File: src/rtl/twos_comp_seq_ctrl.sv
// twos_comp_seq_ctrl
// Sequencer for an external bit-serial two's-complement negator (i/r/y cell).
// It takes a parallel word, shifts it out LSB-first on ser_i and marks the
// first bit with ser_r. It collects ser_y back into a parallel result and
// reports completion and most-negative overflow.
//
// Ports:
//   t_clk  in   rising-edge clock
//   rn     in   asynchronous active-low reset
//   start  in   request; accepted only while ready=1
//   din    in   WIDTH operand, sampled on the accepting edge
//   ready  out  high only in IDLE
//   done   out  one-cycle pulse when dout becomes valid
//   dout   out  WIDTH negated result, held until the next word's done
//   ovf    out  operand was the most-negative value; valid with done, held
//   ser_i  out  serial operand bit to the negator i input
//   ser_r  out  word-start/clear strobe to the negator r input
//   ser_y  in   negator y output, sampled at the end of each bit cycle
module twos_comp_seq_ctrl #(
  parameter int unsigned WIDTH = 8,
  parameter int unsigned CNT_W = $clog2(WIDTH + 1)
) (
  input  logic             t_clk,
  input  logic             rn,
  input  logic             start,
  input  logic [WIDTH-1:0] din,
  output logic             ready,
  output logic             done,
  output logic [WIDTH-1:0] dout,
  output logic             ovf,
  output logic             ser_i,
  output logic             ser_r,
  input  logic             ser_y
);

  localparam logic [CNT_W-1:0] C_LAST_BIT = CNT_W'(WIDTH - 1);
  localparam logic [WIDTH-1:0] C_MOST_NEG = {1'b1, {(WIDTH - 1){1'b0}}};

  typedef enum logic [1:0] {
    S_IDLE  = 2'd0,
    S_SHIFT = 2'd1,
    S_DONE  = 2'd2
  } state_t;

  state_t           r_state, w_state;
  logic [WIDTH-1:0] r_sreg,  w_sreg;
  logic [WIDTH-1:0] r_res,   w_res;
  logic [CNT_W-1:0] r_cnt,   w_cnt;
  logic             r_ovf_nx, w_ovf_nx;
  logic             r_ready, w_ready;
  logic             r_done,  w_done;
  logic [WIDTH-1:0] r_dout,  w_dout;
  logic             r_ovf,   w_ovf;
  logic             r_ser_i, w_ser_i;
  logic             r_ser_r, w_ser_r;

  // State and output registers; reset parks the negator in its clear condition
  always_ff @(posedge t_clk or negedge rn) begin
    if (!rn) begin
      r_state  <= S_IDLE;
      r_sreg   <= '0;
      r_res    <= '0;
      r_cnt    <= '0;
      r_ovf_nx <= 1'b0;
      r_ready  <= 1'b1;
      r_done   <= 1'b0;
      r_dout   <= '0;
      r_ovf    <= 1'b0;
      r_ser_i  <= 1'b0;
      r_ser_r  <= 1'b1;
    end else begin
      r_state  <= w_state;
      r_sreg   <= w_sreg;
      r_res    <= w_res;
      r_cnt    <= w_cnt;
      r_ovf_nx <= w_ovf_nx;
      r_ready  <= w_ready;
      r_done   <= w_done;
      r_dout   <= w_dout;
      r_ovf    <= w_ovf;
      r_ser_i  <= w_ser_i;
      r_ser_r  <= w_ser_r;
    end
  end

  // Next-state and next-output logic
  always_comb begin
    w_state  = r_state;
    w_sreg   = r_sreg;
    w_res    = r_res;
    w_cnt    = r_cnt;
    w_ovf_nx = r_ovf_nx;
    w_ready  = r_ready;
    w_done   = 1'b0;
    w_dout   = r_dout;
    w_ovf    = r_ovf;
    w_ser_i  = r_ser_i;
    w_ser_r  = r_ser_r;

    unique case (r_state)
      S_IDLE: begin
        w_ready = 1'b1;
        w_ser_i = 1'b0;
        w_ser_r = 1'b1;
        if (start) begin
          // Bit 0 goes out with r=1 so the negator starts from a clear flag
          w_sreg   = din;
          w_res    = '0;
          w_ovf_nx = (din == C_MOST_NEG);
          w_cnt    = '0;
          w_ser_i  = din[0];
          w_ser_r  = 1'b1;
          w_ready  = 1'b0;
          w_state  = S_SHIFT;
        end
      end

      S_SHIFT: begin
        w_ready = 1'b0;
        w_res   = {ser_y, r_res[WIDTH-1:1]};
        w_sreg  = r_sreg >> 1;
        w_cnt   = r_cnt + CNT_W'(1);
        if (r_cnt == C_LAST_BIT) begin
          // Last bit captured: publish the result and return the negator to clear
          w_ser_i = 1'b0;
          w_ser_r = 1'b1;
          w_done  = 1'b1;
          w_dout  = w_res;
          w_ovf   = r_ovf_nx;
          w_state = S_DONE;
        end else begin
          w_ser_i = r_sreg[1];
          w_ser_r = 1'b0;
        end
      end

      S_DONE: begin
        // start is ignored here; IDLE follows unconditionally
        w_ready = 1'b1;
        w_state = S_IDLE;
      end

      default: begin
        w_ready = 1'b1;
        w_ser_i = 1'b0;
        w_ser_r = 1'b1;
        w_state = S_IDLE;
      end
    endcase
  end

  assign ready = r_ready;
  assign done  = r_done;
  assign dout  = r_dout;
  assign ovf   = r_ovf;
  assign ser_i = r_ser_i;
  assign ser_r = r_ser_r;

endmodule

File: config.mk
export PLATFORM = sky130hd
export DESIGN_NAME = twos_comp_seq_ctrl
export DESIGN_NICKNAME = d
export VERILOG_FILES = /design/src/rtl/twos_comp_seq_ctrl.sv
export SDC_FILE = /design/constraint.sdc
export NUM_CORES = 1
export LEC_CHECK = 0
export ABC_AREA = 1
export BUFFER_PORTS_ARGS = -buffer_cell sky130_fd_sc_hd__buf_2
export CAP_MARGIN = 15
export CORE_MARGIN = 2
export CORE_UTILIZATION = 35
export CTS_CLUSTER_SIZE = 25
export DETAILED_ROUTE_END_ITERATION = 10
export GPL_TIMING_DRIVEN = 0
export PLACE_DENSITY = 0.53
export SLEW_MARGIN = 40
export SYNTH_ARGS = -nofsm -noshare
export SYNTH_HDL_FRONTEND = slang
export SYNTH_SLANG_ARGS = --single-unit
File: constraint.sdc
create_clock -name t_clk -period 1.2 [get_ports t_clk]
set_input_delay 0.12 -clock t_clk [delete_from_list [all_inputs] [get_ports t_clk]]
set_output_delay 0.12 -clock t_clk [all_outputs]
set_load 0.05 [all_outputs]
==> impl_summary.txt <==
----------------------------------------------------
[Final layout]
  Antenna Diode Count ... 0
  Fill cell count ... 409
  Final core utilization ... 46.4%
  Ratio of cells with drive above 1 in the final layout ... 26.2%
  Number of nets at the end of the flow ... 222
  Area grow syn2layout ... 26.8%
  Finished Layout Cells ... 260

[Detailed routing]
  Total DRC errors in the routed layout ... 0
  Routed wire length per instance ... 12.3 um
  DR vias ... 1,195
  Number of antenna-violating nets in the routed design ... 0
  DR iter-0 viols ... 39
  Avg Vias per Cell ... 4.60
  Total wirelength of the detailed-routed design ... 3.20 mm
  Count of TritonRoute iterations in the first routing pass ... 4

[Clocking]
  Total clock sinks ... 34
  Number of buffers created by CTS ... 5
  Number of H-tree levels ... 2
  Clock-pin slew on the worst setup and hold paths ... 70 ps
  CTS root buffer ... clkbuf_8
  Largest buffer count on any clock path ... 2
  Later-pin clock latency in the skew report ... 290 ps
  Clock tree from TritonCTS ... yes

[Critical path]
  Data arrival at the endpoint of the critical path ... 1410 ps
  Maximum fanout along the worst path ... 10
  Data required time at the worst endpoint ... 1430 ps
  Setup Crit Path Kind ... reg -> reg
  Critical path startpoint category ... flip-flop
  Endpoint class of the critical path ... flip-flop

[Global routing]
  Pin count of the biggest net entering global routing ... 35
  Number of global-route vias before repair ... 1,112
  Global route overflow ... 0
  Antenna violations before repair ... 0
  Total global routing track utilization ... 15.7%
  Wire length of the first global-routing pass ... 5.13 mm

[STA]
  Number of endpoints failing setup at the final stage ... 0
  Final Worst Setup Slack ... 19.4 ps
  Final hold violation count ... 0
  Final Slew Violations ... 0
  Unrepaired setup endpoints after global routing ... true
  Tcrit/Tclk final ... 98.4%
  Worst-Margin Slew ... 427 ps
  Final critical path time including I/O delays and setup ... 1180 ps
  Relative max-transition margin ... 71.5%
  Highest attainable clock frequency ... 847 MHz
  Worst Skew ... 6.45 ps

[Die]
  Area of the core region ... 4000 sq um
  Die Width ... 68.7 um
  Cell Rows ... 23
  Die Area ... 4720 sq um
  Vert. Die Dim ... 68.7 um
  I/O pin cnt ... 25
  Initial standard-cell utilization of the core ... 36.6%

[Logic synthesis]
  Synthesized netlist cell count ... 170
  Sequential-to-total area share from yosys stat ... 58.3%
  Flip-flop and latch count after synthesis ... 34
  Net count of the mapped netlist ... 183
  Warnings, synthesis ... 0
  Mapped Avg Cell Area ... 8.61 sq um
  Post-synthesis instance area ... 1460 sq um
  Synth cell types ... 19

[Outcome]
  Outcome ... complete, no violations

[Job]
  Number of max-cap violations ... 0

[Place]
  Post-Place Setup Slack ... -175 ps
  Detailed placement HPWL ... 2.17 mm
  Port-buffer cells ... 24
  Final Wtd Congestion ... 0.759
  Total instance count after detailed placement ... 244

[Pwr]
  Net switching power of the design ... 0.00230 W
  Part of the power in registers ... 37.8%
  Leakage Power ... 0.997 nW
  Max VDD drop ... 1.47 mV
  Internal power ... 0.00283 W
  Power per Cell Area ... 2760 nW/um^2
  Clock group share of total power ... 15.9%
  Relative contribution of combinational cells to total power ... 46.3%
  Switching part of the total ... 44.7%

[Min path]
  Class of the tightest hold or removal check ... in -> reg

----------------------------------------------------
==> power groups by stage <==
stage | Clock (W) | Combinational [W] | Sequential [W]
floorplan | 0 | 0.00102 | 0.00249
global placement | 0 | 0.00205 | 0.00191
detailed placement | 0 | 0.00210 | 0.00194
CTS | 0.000828 | 0.00228 | 0.00193
global route | 0.000884 | 0.00263 | 0.00200
finish | 0.000816 | 0.00237 | 0.00194
==> registers in the layout, summed over array words and instances (netlist names) <==
register  flops
dout          8
r_res         7
r_sreg        7
r_cnt         4
r_state       2
done          1
ovf           1
r_ovf_nx      1
ready         1
ser_i         1
ser_r         1
==> synthesized netlist by cell type <==
library cell	number	share of area [%]
a21oi_1	1	0.34
buf_4	1	0.51
buf_6	2	1.5
dfrtp_1	32	55
dfstp_2	2	3.6
ha_1	1	0.85
inv_1	13	3.3
inv_2	3	0.77
nand2_1	71	18
nand2_2	2	0.85
nand3_1	7	2.4
nand3_2	1	0.68
nand3b_1	4	2.1
nand4_1	1	0.43
nor2_1	19	4.9
nor2_8	1	1.4
o21ai_0	2	0.68
o21ai_1	2	0.68
o22ai_1	5	2.1
==> worst max-delay path, stage by stage, from the launching register on <==
cell,delay [ps]
dfrtp_1,410
ha_4,180
buf_6,100
nand3_4,120
nor2_8,170
nand2_1,70
nand2_1,60
==> logic make-up (layout without fill, tap and decap cells) <==
| group | after synthesis | count (layout) | share of synthesized area, % |
|---|---|---|---|
| AOI/OAI and AO/OA | 10 | 10 | 3.85 |
| adders and majority gates | 1 | 1 | 0.855 |
| and+or+nand+nor | 106 | 107 | 30.9 |
| buffers and inverters | 19 | 58 | 6.15 |
| DFF | 34 | 34 | 58.3 |
==> path summary, 6_finish.rpt <==
| path | startpoint | endpoint | slack (ps) | cells past startpoint |
|---|---|---|---|---|
| max | r_cnt[1]$_DFFE_PN0P_ | dout[3]$_DFFE_PN0P_ | 20 | 6 |
| min reg2reg | r_res[7]$_DFFE_PN0P_ | dout[6]$_DFFE_PN0P_ | 460 | 2 |
| min in group asynchronous | rn | done$_DFF_PN0_ | 300 | 2 |
| max in group asynchronous | rn | ser_r$_DFFE_PN1P_ | 550 | 2 |
| max reg2reg | r_cnt[1]$_DFFE_PN0P_ | dout[3]$_DFFE_PN0P_ | 20 | 6 |
| min | ser_y | dout[7]$_DFFE_PN0P_ | 60 | 3 |
==> per-layer routing <==
metal	wire [um]	part of all wire (%)	track usage, %	up-vias
met1	1450	45	19.2	550
li1	-	-	-	605
met3	202	6.3	5.84	5
met2	1490	47	24.6	35
met4	58	1.8	6.75	0
met5	0	0	0	-
==> metrics by stage <==
step / total power, W / instance area [sq um] / TNS, ps / hold WS, ps
6_report: 0.00513 / 1860 / 0 / 55.1
5_1_grt: 0.00551 / 1860 / -371 / 66.6
4_1_cts: 0.00504 / 1790 / -4.24 / 61.0
3_5_place_dp: 0.00403 / 1650 / -1560 / 232
3_3_place_gp: 0.00397 / 1650 / -1040 / 233
2_1_floorplan: 0.00351 / 1460 / 0 / -176
==> layout by cell type (no fill, tap or decap) <==
cell | synthesis | routed
o22ai_1 | 5 | 5
buf_4 | 1 | 7
buf_2 | 0 | 22
nand3_1 | 7 | 7
nand2_1 | 71 | 69
nand2_2 | 2 | 3
clkbuf_8 | 0 | 5
dfrtp_2 | 0 | 2
inv_2 | 3 | 2
a21oi_1 | 1 | 1
nor2_1 | 19 | 17
o21ai_1 | 2 | 3
clkbuf_1 | 0 | 3
nor2_4 | 0 | 2
dlygate4sd3_1 | 0 | 1
ha_4 | 0 | 1
nand3_4 | 0 | 1
inv_4 | 0 | 1
nand3b_1 | 4 | 4
dfrtp_1 | 32 | 30
nand4_1 | 1 | 1
o21ai_0 | 2 | 1
nand2_4 | 0 | 2
buf_6 | 2 | 4
nor2_8 | 1 | 1
inv_1 | 13 | 13
dfstp_2 | 2 | 2
==> repair_timing <==
item / CTS / global route
hold buffers: 1 / 0
pin swaps: 4 / 0
setup buffers: 3 / 3
setup endpoints to repair: 13 / 19
endpoints found under the hold margin: 32 / 0
resized for setup: 8 / 11
gates cloned: 1 / 0
==> layout make-up <==
type                       instances  area [sq um]  share of cell area [%]
clock buffer                       8          80.1                    4.32
sequential                        34           856                    46.1
inverter                          16          62.6                    3.37
timing repair buffer              31           184                    9.91
buffer                             3          33.8                    1.82
tap                               50          62.6                    3.37
multi-input combinational        118           577                    31.1
Note: power is estimated with default switching activity, not from simulation.
